[src/rtl/key_pkg.sv]
// Shared types and defaults for the four-key debounce front end.
package key_pkg;

    localparam int NUM_KEYS_DEF = 4;

    typedef enum logic [1:0] {
        RELEASED      = 2'd0,
        PRESS_CHECK   = 2'd1,
        HELD          = 2'd2,
        RELEASE_CHECK = 2'd3
    } key_state_t;

endpackage

[src/rtl/key_debounce_chan.sv]
// One debounce channel: a four-state FSM that advances only on sample ticks.
module key_debounce_chan
    import key_pkg::*;
#(
    parameter int STABLE_SAMPLES = 10
) (
    input  logic clk_in,
    input  logic clr,
    input  logic tick,
    input  logic ks,
    output logic level,
    output logic press_evt
);

    localparam int CW = $clog2(STABLE_SAMPLES + 1);
    localparam logic [CW-1:0] LAST = CW'(STABLE_SAMPLES - 1);

    key_state_t    state;
    logic [CW-1:0] cnt;

    always_ff @(posedge clk_in) begin
        if (clr) begin
            state <= RELEASED;
            cnt   <= '0;
        end else if (tick) begin
            unique case (state)
                RELEASED: begin
                    if (ks) begin
                        state <= PRESS_CHECK;
                        cnt   <= CW'(1);
                    end
                end
                PRESS_CHECK: begin
                    if (!ks) begin
                        state <= RELEASED;
                        cnt   <= '0;
                    end else if (cnt == LAST) begin
                        state <= HELD;
                        cnt   <= '0;
                    end else begin
                        cnt <= cnt + CW'(1);
                    end
                end
                HELD: begin
                    if (!ks) begin
                        state <= RELEASE_CHECK;
                        cnt   <= CW'(1);
                    end
                end
                RELEASE_CHECK: begin
                    if (ks) begin
                        state <= HELD;
                        cnt   <= '0;
                    end else if (cnt == LAST) begin
                        state <= RELEASED;
                        cnt   <= '0;
                    end else begin
                        cnt <= cnt + CW'(1);
                    end
                end
            endcase
        end
    end

    // The event is valid only in the tick cycle that moves the FSM into HELD.
    assign press_evt = tick && ks && (state == PRESS_CHECK) && (cnt == LAST);
    assign level     = (state == HELD) || (state == RELEASE_CHECK);

endmodule

[src/rtl/key_debounce.sv]
// Key front end: synchroniser, sample prescaler, per-key debounce and press merge.
module key_debounce
    import key_pkg::*;
#(
    parameter int NUM_KEYS       = NUM_KEYS_DEF,
    parameter int SAMPLE_DIV     = 50000,
    parameter int STABLE_SAMPLES = 10
) (
    input  logic                clk_in,
    input  logic                clr,
    input  logic [NUM_KEYS-1:0] key_in,
    output logic [NUM_KEYS-1:0] key_level,
    output logic                key_valid,
    output logic [NUM_KEYS-1:0] key_code,
    output logic                key_multi
);

    localparam int PW = $clog2(SAMPLE_DIV);
    localparam logic [PW-1:0] PRE_LAST = PW'(SAMPLE_DIV - 1);

    logic [NUM_KEYS-1:0] sync1;
    logic [NUM_KEYS-1:0] ks;
    logic [NUM_KEYS-1:0] press_evt;
    logic [PW-1:0]       pre;
    logic                tick;
    logic                multi;
    logic                single;

    always_ff @(posedge clk_in) begin
        if (clr) begin
            sync1 <= '0;
            ks    <= '0;
        end else begin
            sync1 <= key_in;
            ks    <= sync1;
        end
    end

    assign tick = (pre == PRE_LAST);

    always_ff @(posedge clk_in) begin
        if (clr || tick) begin
            pre <= '0;
        end else begin
            pre <= pre + PW'(1);
        end
    end

    for (genvar i = 0; i < NUM_KEYS; i++) begin : g_chan
        key_debounce_chan #(
            .STABLE_SAMPLES(STABLE_SAMPLES)
        ) u_chan (
            .clk_in   (clk_in),
            .clr      (clr),
            .tick     (tick),
            .ks       (ks[i]),
            .level    (key_level[i]),
            .press_evt(press_evt[i])
        );
    end

    // Clearing the lowest set bit leaves something only if two or more are set.
    assign multi  = |(press_evt & (press_evt - NUM_KEYS'(1)));
    assign single = (|press_evt) && !multi;

    always_ff @(posedge clk_in) begin
        if (clr) begin
            key_valid <= 1'b0;
            key_multi <= 1'b0;
            key_code  <= '0;
        end else begin
            key_valid <= single;
            key_multi <= multi;
            if (single) begin
                key_code <= press_evt;
            end
        end
    end

endmodule
[config.mk]
export PLATFORM = sky130hd
export DESIGN_NAME = key_debounce
export DESIGN_NICKNAME = d
export VERILOG_FILES = /design/src/rtl/key_pkg.sv /design/src/rtl/key_debounce_chan.sv /design/src/rtl/key_debounce.sv
export SDC_FILE = /design/constraint.sdc
export NUM_CORES = 1
export LEC_CHECK = 0
export ABC_AREA = 1
export CORE_MARGIN = 8
export CORE_UTILIZATION = 38
export CTS_CLUSTER_SIZE = 40
export DETAILED_ROUTE_END_ITERATION = 12
export PLACE_DENSITY = 0.52
export SLEW_MARGIN = 20
export SYNTH_ARGS = -nofsm -noshare
export SYNTH_HDL_FRONTEND = slang
export SYNTH_SLANG_ARGS = --single-unit
[constraint.sdc]
create_clock -name clk_in -period 1.7 [get_ports clk_in]
set_input_delay 0.34 -clock clk_in [delete_from_list [all_inputs] [get_ports clk_in]]
set_output_delay 0.34 -clock clk_in [all_outputs]
set_load 0.01 [all_outputs]
; ---- Word level (Yosys, flattened, before mapping)
; Cells that the tools add are included.
[word_totals]
elab_cells = 139
output_inout_bits = 10
reg_bits = 54
[classes]
reduce_logical = 33
add_sub_neg = 6
n_bitwise = 1
n_eq_ne = 33
muxes = 52
[ops]
columns = operator, n
row1 = $mux 4, 20
row2 = $pmux 4 s4, 4
row3 = $mux 2, 24
row4 = $pmux 2 s4, 4
row5 = $ne 3x2->1 const B, 8
row6 = $reduce_and 5->1, 4
row7 = $add 16x1->16 const B, 1
row8 = $add 4x1->4 const B, 4
row9 = $eq 16x16->1 const B, 1
row10 = $eq 2x2->1 const B, 8
row11 = $eq 4x4->1 const B, 4
row12 = $ne 2x2->1 const B, 8
row13 = $logic_and 1x1->1, 13
row14 = $reduce_and 3->1, 4
row15 = $eq 2x1->1 const B, 4
row16 = $logic_not 2->1, 4
row17 = $reduce_or 4->1, 2
row18 = $logic_or 1x1->1, 5
row19 = $and 4x4->4, 1
row20 = $sub 4x1->4 const B, 1
row21 = $logic_not 1->1, 1

; ---- Logic depth before layout (Yosys ltp)
[depth]
ltp_word = 9
mapped_depth = 11
depth_no_buf = 11

; ---- Modules after synthesis
; Synthesis repeated with hierarchy kept, for this count alone.
[unflattened]
cells_unflattened = 409
area_unflattened_um2 = 2811.4
[by_module_without_submodules]
columns = mod, seq_area_each_um2, n_inst, cells_per_inst, area_each_um2
row1 = key_debounce_chan, 120.1, 4, 56, 362.8
row2 = key_debounce, 600.6, 1, 185, 1360.1

; ---- Worst setup path after synthesis
; No wires, ideal clock.
[synth_path]
path_kind = reg-to-reg
from = register pre[0]
to = register g_chan[2].u_chan.cnt[2]
stages_incl_launch_ff = 9
path_slack_ps = 161
arrival_ps = 1422
cell_sequence = dfxtp_1 > ha_1 > nand3_4 > nor2_4 > nand2_8 > a21oi_4 > inv_1 > o21ai_1 > nor3_2
[synth_via]
elab_chain_len = 2
[synth_lines]
columns = item, line_no
row1 = from (decl), key_debounce.sv:24  ; logic [PW-1:0] pre;
row2 = from (signal assigned), key_debounce.sv:45  ; pre <= pre + PW'(1);
row3 = $eq 16x16->1, key_debounce.sv:39  ; assign tick = (pre == PRE_LAST);
row4 = $reduce_and 3->1 (no line), n/a
row5 = to (signal assigned), key_debounce_chan.sv:41  ; cnt <= cnt + CW'(1);
row6 = to (signal assigned), key_debounce_chan.sv:58  ; cnt <= cnt + CW'(1);
row7 = to (decl), key_debounce_chan.sv:19  ; logic [CW-1:0] cnt;
; No other way between the ends.
; A chain may end at the register's enable or synchronous reset.

; ---- Worst setup path in the final report
[layout_path]
from = register pre[1]
to = register g_chan[2].u_chan.cnt[2]
; The elaborated chain is that of the path after synthesis.

==> flow_summary.yaml <==
setup_path:
  cell_by_cell_trace_of_the_critical_path: "ha_4 -> nand3_4 -> nor2_4 -> nand2_8 -> a21oi_4 -> inv_1 -> o21ai_1 -> nor3_2"
  timing_worst_setup_path_type: "reg -> reg"
  cpPeakStageDelay_ns: 0.38
  cpMaxStageDelayCell: "dfxtp_1"
  setup.worst_path.start_class: "flop"
  arrival_ns: 1.83
  critPathMaxFanout: 8
  worst_ep_required_time_ns: 1.91
  end_kind: "flop"
power:
  p_leak_uw: 0.00126
  powerDensity_nw_per_um2: 707
  post-layout-total-power_uw: 2440
  vdd_ir_drop_max_uv: 324
drt:
  detail_route.first_pass.iterations: 4
  drt_iter0_drc: 123
  route.detailed.vias_per_inst: 4.70
  drt.antenna.violating_nets: 0
  route.detailed.wl_per_inst_um: 12.0
  dr_total_vias: 2416
  post-route-drc-count: 0
  route.final.wire_length_um: 6190
floorplanning:
  area_of_the_core_um2: 7210
  initial_utilization: 0.392
  design.die.area_um2: 10500
  rows: 31
  top_level_ports: 16
  die-width_um: 102
  die_h_um: 102
placed_design:
  place.gp.congestion: 0.826
  dp_hpwl_um: 4370
  dp_cell_count: 498
  placement.io_buffers: 15
sta:
  layout_worst_path_cycle_share: 0.949
  clock.fmax_mhz: 620
  timing.final.max_slew_violations: 0
  timing.clock.skew_ns: 0.0114
  hold_violations: 0
  relSlewSlack: 0.734
  final_worst_path_period_need_ns: 1.61
  setup-violations-final: 0
  hold_ws_ns: 0.409
  worst_slew_pin_slew_ns: 0.396
clock_tree:
  total_cts_buffers: 5
  cts.clk_slew.worst_paths_ns: 0.10
  tritoncts_clock_tree: "done"
  post_cts_hold_buffer_count: 0
  clock_latency_ns: 0.31
  clkSinkCount: 54
  ctsHtreeMaxLevel: 2
  clk_root_buffer_cell: "clkbuf_8"
  max-clock-path-buffers: 2
min_path:
  min_delay_worst_type: "reg -> reg"
grt:
  first_global_vias: 2228
  grt_pass1_wl_um: 10100
  gr-total-overflow: 0
  grt_start_max_net_pins: 23
  grt_antenna_before_repair: 0
  gr-usage-all-layers: 0.120
run:
  maxCapViolations: 0
layout:
  final_layout_size_suffix_gt1_frac: 0.207
  layout_fillers: 741
  layoutNonFillerInstCount: 514
  layout-area-overhead-vs-synth_pct: 21.8
  most-common-layout-cells: "nand2_1, inv_1, dfxtp_1, nor2_1, nand3_1"
  multi_input_comb_area_um2: 1520
  mostFrequentLayoutCell: "nand2_1"
  num_antenna_cells: 0
  final_nets: 429
  sequential_cell_area_um2: 1090
outcome:
  outcome: "complete, no violations"
synthesis:
  synthesis.instances: 379
  async_reset_ff_frac: 0
  synth_nets: 394
  synth.lib_cells_used.distinct: 38
  postSynthAreaPerCell_um2: 7.45
  synth-seq-area-share: 0.383
  ys.warnings.count: 0
  ys.flop_type: "dfxtp_1"
  seq_cells_post_synth: 54
  netlist_area_um2: 2830
  synth-edff-count: 0
-- area by class of cell --
class	instances	share of cell area
multi-input combinational	255	0.440
timing repair buffer	40	0.102
inverter	58	0.0632
tap	99	0.0360
clock buffer	6	0.0240
clock inverter	2	0.0174
sequential	54	0.317
-- worst paths after layout --
path,startpoint,endpoint,slack [ns],cells after the start
max reg2reg,pre[1]$_SDFF_PP0_,g_chan[2].u_chan.cnt[2]$_SDFFE_PP0P_,0.09,8
min reg2reg,sync1[1]$_SDFF_PP0_,ks[1]$_SDFF_PP0_,0.41,2
min,sync1[1]$_SDFF_PP0_,ks[1]$_SDFF_PP0_,0.41,2
max,pre[1]$_SDFF_PP0_,g_chan[2].u_chan.cnt[2]$_SDFFE_PP0P_,0.09,8
-- cells by family (layout without fill, tap and decap cells) --
family          after synthesis  count (layout)  synth area share
fa+ha+maj                     9               9            0.0399
simple gates                175             175             0.302
flops                        54              54             0.383
xor+xnor                      9               9            0.0279
compound gates               62              62             0.147
buf+inv                      70             106             0.100
-- state kept, by name, indices dropped and copies added (netlist names), named ones only --
signal               count
g_chan.u_chan.cnt       16
g_chan.u_chan.state      4
key_code                 4
key_multi                1
key_valid                1
ks                       4
pre                     16
sync1                    4
-- worst max-delay path, delay by kind of cell, from the launching register on --
kind,cells,cell delay (ns)
simple gates,4,0.52
compound gates,2,0.38
flops,1,0.38
fa+ha+maj,1,0.17
buf+inv,1,0.06
-- routing by layer --
| layer | global-route usage | routed length (µm) | vias to the layer above |
|---|---|---|---|
| met3 | 0.0191 | 145 | 9 |
| met2 | 0.193 | 2710 | 27 |
| met5 | 0 | 0 | - |
| met1 | 0.157 | 3210 | 1089 |
| li1 | - | - | 1291 |
| met4 | 0.0497 | 110 | 0 |
-- per-stage QoR --
step	utilization	cell area, µm²	TNS, ns	worst slack (ns)
CTS	0.460	3320	0	0.0114
floorplan	-	2830	0	0.161
detailed placement	0.440	3170	0	0.0150
global placement	0.440	3170	0	0.0654
finish	0.477	3440	0	0.0859
global route	0.477	3440	-0.0253	-0.0228
-- cell usage after synthesis, types with 3 or more instances --
library cell,instances,area (µm²)
a211oi_1,4,30.0
a21oi_1,27,135
a21oi_4,4,65.1
buf_4,5,37.5
clkbuf_1,6,22.5
dfxtp_1,54,1080
ha_1,9,113
inv_1,52,195
inv_2,4,15.0
nand2_1,53,199
nand2_2,6,37.5
nand3_1,33,165
nand3b_1,3,22.5
nand4_1,6,37.5
nor2_1,48,180
nor2_2,5,31.3
nor2_4,4,45.0
nor3_1,7,35.0
o211a_1,3,30.0
o21a_1,3,22.5
o21ai_0,13,65.1
xnor2_1,5,43.8
xor2_1,4,35.0
-- power breakdown --
group          internal (µW)  switching, µW  leakage, µW
registers               1280           12.0     0.000441
clock network            628            431    0.0000714
logic                   38.9           45.5     0.000743
total                   1950            489      0.00126
-- timing repair --
action,in CTS,in global routing
endpoints found under the setup margin,2,29
gates resized for setup,1,21
buffers inserted,0,8
pin swaps,1,5
Note: power is estimated with default switching activity, not from simulation.
